==> config.mk <==
export PLATFORM = sky130hd
export DESIGN_NAME = dtree_traverse
export DESIGN_NICKNAME = d
export VERILOG_FILES = /design/src/rtl/dtree_pkg.sv /design/src/rtl/dtree_node_eval.sv /design/src/rtl/dtree_traverse.sv
export SDC_FILE = /design/constraint.sdc
export NUM_CORES = 1
export LEC_CHECK = 0
export CAP_MARGIN = 20
export CELL_PAD_IN_SITES_DETAIL_PLACEMENT = 1
export CELL_PAD_IN_SITES_GLOBAL_PLACEMENT = 1
export CORE_UTILIZATION = 40
export CTS_CLUSTER_SIZE = 20
export DETAILED_ROUTE_END_ITERATION = 10
export PLACE_DENSITY_LB_ADDON = 0.08
export REMOVE_ABC_BUFFERS = 1
export SETUP_SLACK_MARGIN = 0.2
export SYNTH_ARGS = -nofsm -noshare
export SYNTH_HDL_FRONTEND = slang
export SYNTH_SLANG_ARGS = --single-unit
==> constraint.sdc <==
create_clock -name clk -period 8.2 [get_ports clk]
set_input_delay 0.82 -clock clk [delete_from_list [all_inputs] [get_ports clk]]
set_output_delay 0.82 -clock clk [all_outputs]
set_load 0.03 [all_outputs]
==> src/rtl/dtree_pkg.sv <==
// Field layout helpers and FSM encodings for the decision-tree traversal engine.
// Node word, MSB to LSB: reserved, child[1:0], unit one-hot, coefficients, bias.
package dtree_pkg;

    localparam logic [1:0] ST_IDLE  = 2'd0;
    localparam logic [1:0] ST_FETCH = 2'd1;
    localparam logic [1:0] ST_EVAL  = 2'd2;
    localparam logic [1:0] ST_DONE  = 2'd3;

    function automatic int node_width(input int f, input int cb, input int bb);
        return 3 + f + (f - 1) * cb + bb;
    endfunction

    function automatic int coeff_lsb(input int j, input int cb, input int bb);
        return bb + j * cb;
    endfunction

    function automatic int unit_lsb(input int f, input int cb, input int bb);
        return bb + (f - 1) * cb;
    endfunction

    function automatic int child_lsb(input int f, input int cb, input int bb);
        return unit_lsb(f, cb, bb) + f;
    endfunction

    // Wide enough for the worst-case sum of all terms: no overflow handling needed.
    function automatic int acc_width(input int f, input int fb, input int cb, input int bb);
        int widest;
        widest = (fb + cb > bb) ? (fb + cb) : bb;
        return widest + $clog2(f) + 2;
    endfunction

endpackage

==> src/rtl/dtree_node_eval.sv <==
// Combinational oblique split: sum = x[unit] + sum(coeff_j * x_j) + bias, d = (sum >= 0).
// Zero latency; no flow control, the caller samples d and child_present when the word is valid.
import dtree_pkg::*;

module dtree_node_eval #(
    parameter int F   = 3,
    parameter int FB  = 8,
    parameter int CB  = 4,
    parameter int BB  = 10,
    parameter int NW  = node_width(F, CB, BB),
    parameter int ACC = acc_width(F, FB, CB, BB)
) (
    input  logic [NW-1:0]   node,
    input  logic [F*FB-1:0] features,
    output logic            d,
    output logic [1:0]      child_present
);

    localparam int ULSB = unit_lsb(F, CB, BB);
    localparam int CLSB = child_lsb(F, CB, BB);

    logic [F-1:0]          unit;
    logic signed [ACC-1:0] sum;
    logic signed [ACC-1:0] feat_ext;
    logic signed [ACC-1:0] coeff_ext;
    int                    unit_idx;
    int                    j;
    logic                  unused_reserved;

    assign unit            = node[ULSB +: F];
    assign unused_reserved = node[NW-1];

    // With no unit bit set, unit_idx = F so nothing is skipped and the last
    // feature has no coefficient field.
    always_comb begin
        unit_idx  = F;
        sum       = ACC'($signed(node[BB-1:0]));
        feat_ext  = '0;
        coeff_ext = '0;
        j         = 0;
        for (int i = F - 1; i >= 0; i--) begin
            if (unit[i]) begin
                unit_idx = i;
            end
        end
        for (int i = 0; i < F; i++) begin
            feat_ext = ACC'($signed(features[i*FB +: FB]));
            if (i == unit_idx) begin
                sum = sum + feat_ext;
            end else begin
                j = (i > unit_idx) ? i - 1 : i;
                if (j < F - 1) begin
                    coeff_ext = ACC'($signed(node[BB + j*CB +: CB]));
                    sum       = sum + feat_ext * coeff_ext;
                end
            end
        end
    end

    assign d             = ~sum[ACC-1];
    assign child_present = node[CLSB +: 2];

endmodule

==> src/rtl/dtree_traverse.sv <==
// Heap-addressed decision-tree walker: one node per FETCH/EVAL pair, label held in DONE.
// Label valid 1+2n cycles after accept for an n-node path; busy (in_ready=0) until label taken.
import dtree_pkg::*;

module dtree_traverse #(
    parameter int FEATURES          = 3,
    parameter int FEATURE_BIT_DEPTH = 8,
    parameter int COEFF_BIT_DEPTH   = 4,
    parameter int BIAS_BIT_DEPTH    = 10,
    parameter int WORDS             = 8,
    parameter int AW                = $clog2(WORDS),
    parameter int NODE_WIDTH        = node_width(FEATURES, COEFF_BIT_DEPTH, BIAS_BIT_DEPTH)
) (
    input  logic                                  clk,
    input  logic                                  reset,
    input  logic                                  in_valid,
    output logic                                  in_ready,
    input  logic [FEATURES*FEATURE_BIT_DEPTH-1:0] in_features,
    output logic                                  mem_ce,
    output logic                                  mem_we,
    output logic [AW-1:0]                         mem_a,
    output logic [NODE_WIDTH-1:0]                 mem_d,
    input  logic [NODE_WIDTH-1:0]                 mem_q,
    output logic                                  out_valid,
    input  logic                                  out_ready,
    output logic [AW:0]                           out_label
);

    localparam int FW  = FEATURES * FEATURE_BIT_DEPTH;
    localparam int ACC = acc_width(FEATURES, FEATURE_BIT_DEPTH, COEFF_BIT_DEPTH, BIAS_BIT_DEPTH);

    logic [1:0]    state_q, state_d;
    logic [AW-1:0] addr_q, addr_d;
    logic [FW-1:0] feat_q, feat_d;
    logic [AW:0]   label_q, label_d;

    logic          node_d;
    logic [1:0]    child_present;
    logic [AW+1:0] child_addr;
    logic          child_ok;

    dtree_node_eval #(
        .F   (FEATURES),
        .FB  (FEATURE_BIT_DEPTH),
        .CB  (COEFF_BIT_DEPTH),
        .BB  (BIAS_BIT_DEPTH),
        .NW  (NODE_WIDTH),
        .ACC (ACC)
    ) u_eval (
        .node          (mem_q),
        .features      (feat_q),
        .d             (node_d),
        .child_present (child_present)
    );

    // Child address computed two bits wider so 2a+2 past the last word is detectable.
    assign child_addr = {1'b0, addr_q, 1'b0} + (node_d ? (AW+2)'(2) : (AW+2)'(1));
    assign child_ok   = child_present[node_d] && (child_addr < (AW+2)'(WORDS));

    always_comb begin
        state_d = state_q;
        addr_d  = addr_q;
        feat_d  = feat_q;
        label_d = label_q;
        case (state_q)
            ST_IDLE: begin
                if (in_valid) begin
                    state_d = ST_FETCH;
                    addr_d  = '0;
                    feat_d  = in_features;
                end
            end
            ST_FETCH: begin
                state_d = ST_EVAL;
            end
            ST_EVAL: begin
                if (child_ok) begin
                    addr_d  = child_addr[AW-1:0];
                    state_d = ST_FETCH;
                end else begin
                    label_d = {addr_q, node_d};
                    state_d = ST_DONE;
                end
            end
            ST_DONE: begin
                if (out_ready) begin
                    state_d = ST_IDLE;
                end
            end
            default: state_d = ST_IDLE;
        endcase
    end

    always_ff @(posedge clk or negedge reset) begin
        if (!reset) begin
            state_q <= ST_IDLE;
            addr_q  <= '0;
            feat_q  <= '0;
            label_q <= '0;
        end else begin
            state_q <= state_d;
            addr_q  <= addr_d;
            feat_q  <= feat_d;
            label_q <= label_d;
        end
    end

    assign in_ready  = (state_q == ST_IDLE);
    assign out_valid = (state_q == ST_DONE);
    assign mem_ce    = (state_q == ST_FETCH);
    assign mem_a     = addr_q;
    assign mem_we    = 1'b0;
    assign mem_d     = '0;
    assign out_label = label_q;

endmodule

==> results of run 1 <==
[routing by layer]
layer	track usage	part of all wire	up-vias
li1	-	-	2892
met1	0.323	0.46	3049
met2	0.425	0.50	86
met3	0.0272	0.024	18
met4	0.0531	0.017	0
met5	0	0	-
[cell usage in the layout, fill, tap and decap left out, drive strengths merged, types with 6 or more instances in the layout]
master	n
a21o	20
a21oi	53
and2	33
buf	140
clkbuf	6
clkdlybuf4s50	49
conb	25
dfrtp	33
fa	65
ha	116
inv	98
mux2	33
mux2i	8
nand2	53
nand2b	6
nand3	6
nand4	7
nor2	30
nor2b	30
o21ai	20
o21bai	21
or2	8
xnor2	46
xor2	6
[per-stage QoR]
step                      instances   util
after floorplan                 756      -
after global placement         1154  0.502
after detailed placement       1154  0.502
after CTS                      1178  0.536
after global routing           1182  0.547
final                          1182  0.547
[how the worst max path moves through the flow]
stage	depth (start not counted)	slack, ns	endpoint
2_1_floorplan	39	-0.14	mem_a[1]
4_1_cts	38	0.1	out_label[3]
6_report	40	-0.07	mem_a[2]
5_1_grt	40	-0.43	mem_a[1]
3_5_place_dp	40	-1.32	mem_a[2]
3_3_place_gp	39	-1.12	mem_a[2]
[registers in the layout, summed over array words and instances, names as in the netlist]
name       count
mem_a          3
feat_q        24
out_label      4
state_q        2
[area by class of cell]
cell class / instances / share of cell area
clock buffer: 5 / 0.0133
clock inverter: 3 / 0.00492
inverter: 98 / 0.0391
multi-input combinational: 625 / 0.652
sequential: 33 / 0.0878
tap: 225 / 0.0299
timing repair buffer: 193 / 0.173
[cell families after synthesis]
| logic type | Yosys count | share of synthesized area |
|---|---|---|
| buffers and inverters | 130 | 0.0831 |
| xor gates and xnor gates | 52 | 0.0661 |
| adders and majority gates | 181 | 0.393 |
| AOI/OAI and AO/OA | 136 | 0.130 |
| other | 1 | 0.000535 |
| DFF | 33 | 0.118 |
| muxes | 41 | 0.0656 |
| and+or+nand+nor | 190 | 0.144 |
[critical path, delay by kind of cell]
kind,cells,cell delay [ns]
XOR/XNOR,4,0.53
multiplexers,1,0.32
adder cells (fa/ha/maj),8,2.62
AND/OR/NAND/NOR,6,0.86
buffers and inverters,8,1.31
AO/OA/AOI/OAI,13,1.97
[repair_timing]
item                       4_1_cts  5_1_grt
pin swaps                       60       53
setup endpoints to repair        8        8
setup buffers                   16        4
resized for setup              107       33
hold buffers                     0        0
==> results.cfg, run 1 <==
[setup_path]
worstRegToRegCells = 40
endpoint_kind = flip-flop
crit_top_cell = buf_4
crit_type = input port to flip-flop
critPathLaunch = mem_q[4]
critPathSlowestCell = fa_1
reg2reg_slack_ns = 0.10
r2r_end = mem_a[2]
cp_max_fo = 3
cp_slowest_stage_delay_ns = 0.55
critPathLaunchType = input port
reg2reg_from = feat_q[3]
critPathArrivalTime_ns = 8.45
required_ns = 8.38

[place]
place_congestion = 0.845
portBuffers = 60
dp_slack_ns = -1.32
post-dp-hpwl_mm = 17.1
place_area_sq_um = 8620

[synthesis]
ys.flop_type = dfrtp_1
syn_inst = 764
ys_warn_count = 0
synth_async_sr_flop_share = 1.00
ys_types = 53
syn_avg_cell_area_sq_um = 9.17
synth.most_common_cell = ha_1
yosys-top-cells-count = 116 x ha_1, 98 x inv_1, 65 x fa_1
yosysSeqAreaShare = 0.118
synth-edff-count = 0
ys_seq_elements = 33
synth_top_area_frac = 0.207
syn-cell-area_sq_um = 7000
synth_area_leader_cell = ha_1
synth_area_leaders = ha_1 21%, fa_1 19%, dfrtp_1 12%

[sta]
hold_viol = 0
fin_setup_tns_ns = -0.182
worst_slack_ns = -0.0711
drv_slew = 0
skew_ns = 0.00295
rsz0062_at_grt = yes
finalCritPeriodShare = 1.01
period_minus_slack_ns = 8.27
worst_pin_slew_ns = 0.979
maxSlewHeadroom = 0.347
fmax_mhz = 121
setup_viol = 3
timing.hold.ws_ns = 0.546

[cells_and_area]
multiInputGateArea_sq_um = 6130
areaGrowthSynthToFinish_pct = 34.3
antennaDiodeCount = 0
regArea_sq_um = 826
nets = 1189
postLayoutCellArea_sq_um = 9400
fillers = 1971
drive_above_1_share = 0.294

[die]
die_area_sq_um = 18000
num_rows = 48
io_pins = 87
die_x_microns = 134
design.core.area_sq_um = 17200
start_util = 0.408
die_h_microns = 134

[route]
antenna_left = 0
via_count = 6045
drc_errors = 0
dr.pass1.iters = 6
wirelength_mm = 21.4
drt-initial-drc-count = 131
wl_per_cell_microns = 18.1
routed_via_density = 5.11

[clocking]
clkSinkCount = 33
cts_buffers = 5
path_clk_slew_ns = 0.06
clockBufferDepth = 2
tritoncts = done
clk_latency_ns = 0.30
cts_root_buf = clkbuf_16
htreeDepth = 2

[job]
max_cap_viol_count = 0

[global_routing]
globalRouteOverflowTotal = 0
grt_pass1_wl_mm = 34.3
first_global_vias = 6746
antenna_found_initial = 0
grt_usage = 0.244
grt_max_degree = 34

[status]
failed_checks = setup timing
outcome = finished with violations

[hold_path]
worstHoldEndpoint = out_label[1]
min_path_type = flip-flop to flip-flop
min_path_cells = 1
hp-start = out_label[1]
Power of run 1 is not shown: default switching activity piles up to over one toggle a cycle in this logic, so the estimate is an artifact.
==> inputs of run 2 (changes only) <==
Settings changed: CORE_MARGIN from default to 3.
==> results.cfg, run 2 (synthesis results as in run 1) <==
[status]
outcome = finished with violations
failed_checks = setup timing

[cells_and_area]
postLayoutCellArea_sq_um = 9400
fin_cells = 1175
mostFrequentLayoutCells = 120 x buf_4, 103 x ha_1, 95 x inv_1, 62 x fa_1, 50 x clkdlybuf4s50_1
final_common_cell = buf_4
utilization = 0.557
nets = 1187
drive_above_1_share = 0.297
largest_register_ffs = 24
areaGrowthSynthToFinish_pct = 34.2
antennaDiodeCount = 0
fillers = 1912
regMostFlops = feat_q

[clocking]
path_clk_slew_ns = 0.06
htreeDepth = 2
clk_latency_ns = 0.30
clkSinkCount = 33
postCtsHoldBufs = 0
tritoncts = done
cts_buffers = 5
cts_root_buf = clkbuf_16
clockBufferDepth = 2

[die]
num_rows = 47
start_util = 0.415
die_x_microns = 138
die_area_sq_um = 19100
io_pins = 87
design.core.area_sq_um = 16900
die_h_microns = 138

[setup_path]
cp_slowest_stage_delay_ns = 0.52
critPathSlowestCell = fa_1
required_ns = 8.38
critPathArrivalTime_ns = 8.58
endpoint_kind = flip-flop
worstRegToRegCells = 38
crit_type = input port to flip-flop
critPathLaunchType = input port
crit_top_cell = buf_4
cp_max_fo = 3

[route]
wl_per_cell_microns = 18.3
routed_via_density = 5.14
drt-initial-drc-count = 196
via_count = 6039
drc_errors = 0
antenna_left = 0
dr.pass1.iters = 4
wirelength_mm = 21.5

[sta]
maxSlewHeadroom = 0.417
setup_viol = 7
drv_slew = 0
fin_setup_tns_ns = -1.19
fmax_mhz = 119
finalCritPeriodShare = 1.02
worst_slack_ns = -0.203
rsz0062_at_grt = yes
skew_ns = 0.0118
worst_pin_slew_ns = 0.874
hold_viol = 0
period_minus_slack_ns = 8.40

[job]
max_cap_viol_count = 0

[hold_path]
min_path_cells = 1
min_path_type = flip-flop to flip-flop

[place]
place_area_sq_um = 8560
post-dp-hpwl_mm = 17.3
place_congestion = 0.883
portBuffers = 60
placedCellCount = 1141

[global_routing]
globalRouteOverflowTotal = 0
grt_usage = 0.223
first_global_vias = 6778
antenna_found_initial = 0
grt_pass1_wl_mm = 35.1
grt_max_degree = 34
==> run 2: critical path, delay by kind of cell <==
kind / cells / cell delay, ns
buffers and inverters: 8 / 0.84
AND/OR/NAND/NOR: 7 / 1.02
XOR/XNOR: 3 / 0.45
AO/OA/AOI/OAI: 11 / 1.55
adder cells (fa/ha/maj): 9 / 3.05
multiplexers: 3 / 0.82
==> run 2: metrics by stage <==
step           hold slack (ns)  setup slack, ns
2_1_floorplan            0.518           -0.137
3_3_place_gp             0.500            -1.03
3_5_place_dp             0.493            -1.38
4_1_cts                  0.511           0.0621
5_1_grt                  0.544           -0.482
6_report                 0.525           -0.203
==> run 2: what timing repair did <==
| action | 4_1_cts | 5_1_grt |
|---|---|---|
| endpoints found under the setup margin | 8 | 8 |
| resized for setup | 108 | 37 |
| pin swaps | 62 | 43 |
| setup buffers | 15 | 11 |
==> run 2: area by class of cell <==
class / count / area [sq um] / share of cell area
Sequential cell: 33 / 826 / 0.0879
Clock inverter: 1 / 5.00 / 0.000533
Clock buffer: 7 / 153 / 0.0162
Tap cell: 220 / 275 / 0.0293
Inverter: 98 / 368 / 0.0391
Timing Repair Buffer: 191 / 1630 / 0.174
Multi-Input combinational cell: 625 / 6140 / 0.653
==> run 2: worst paths after layout <==
| kind | end | from | slack [ns] |
|---|---|---|---|
| min | out_label[3] | out_label[3] | 0.53 |
| min reg2reg | out_label[3] | out_label[3] | 0.53 |
| max in group asynchronous | out_label[3] | reset | 7.01 |
| max reg2reg | mem_a[1] | feat_q[8] | 0.13 |
| min in group asynchronous | feat_q[22] | reset | 0.64 |
| max | mem_a[1] | mem_q[18] | -0.20 |
==> run 2: per-layer routing <==
layer  track usage  share of wire  vias to the layer above
met3        0.0390          0.049                       30
met1         0.294           0.43                     3024
met4        0.0499          0.019                        0
met2         0.385           0.50                      101
met5             0              0                        -
li1              -              -                     2884
Power of run 2 is left out for the same reason.
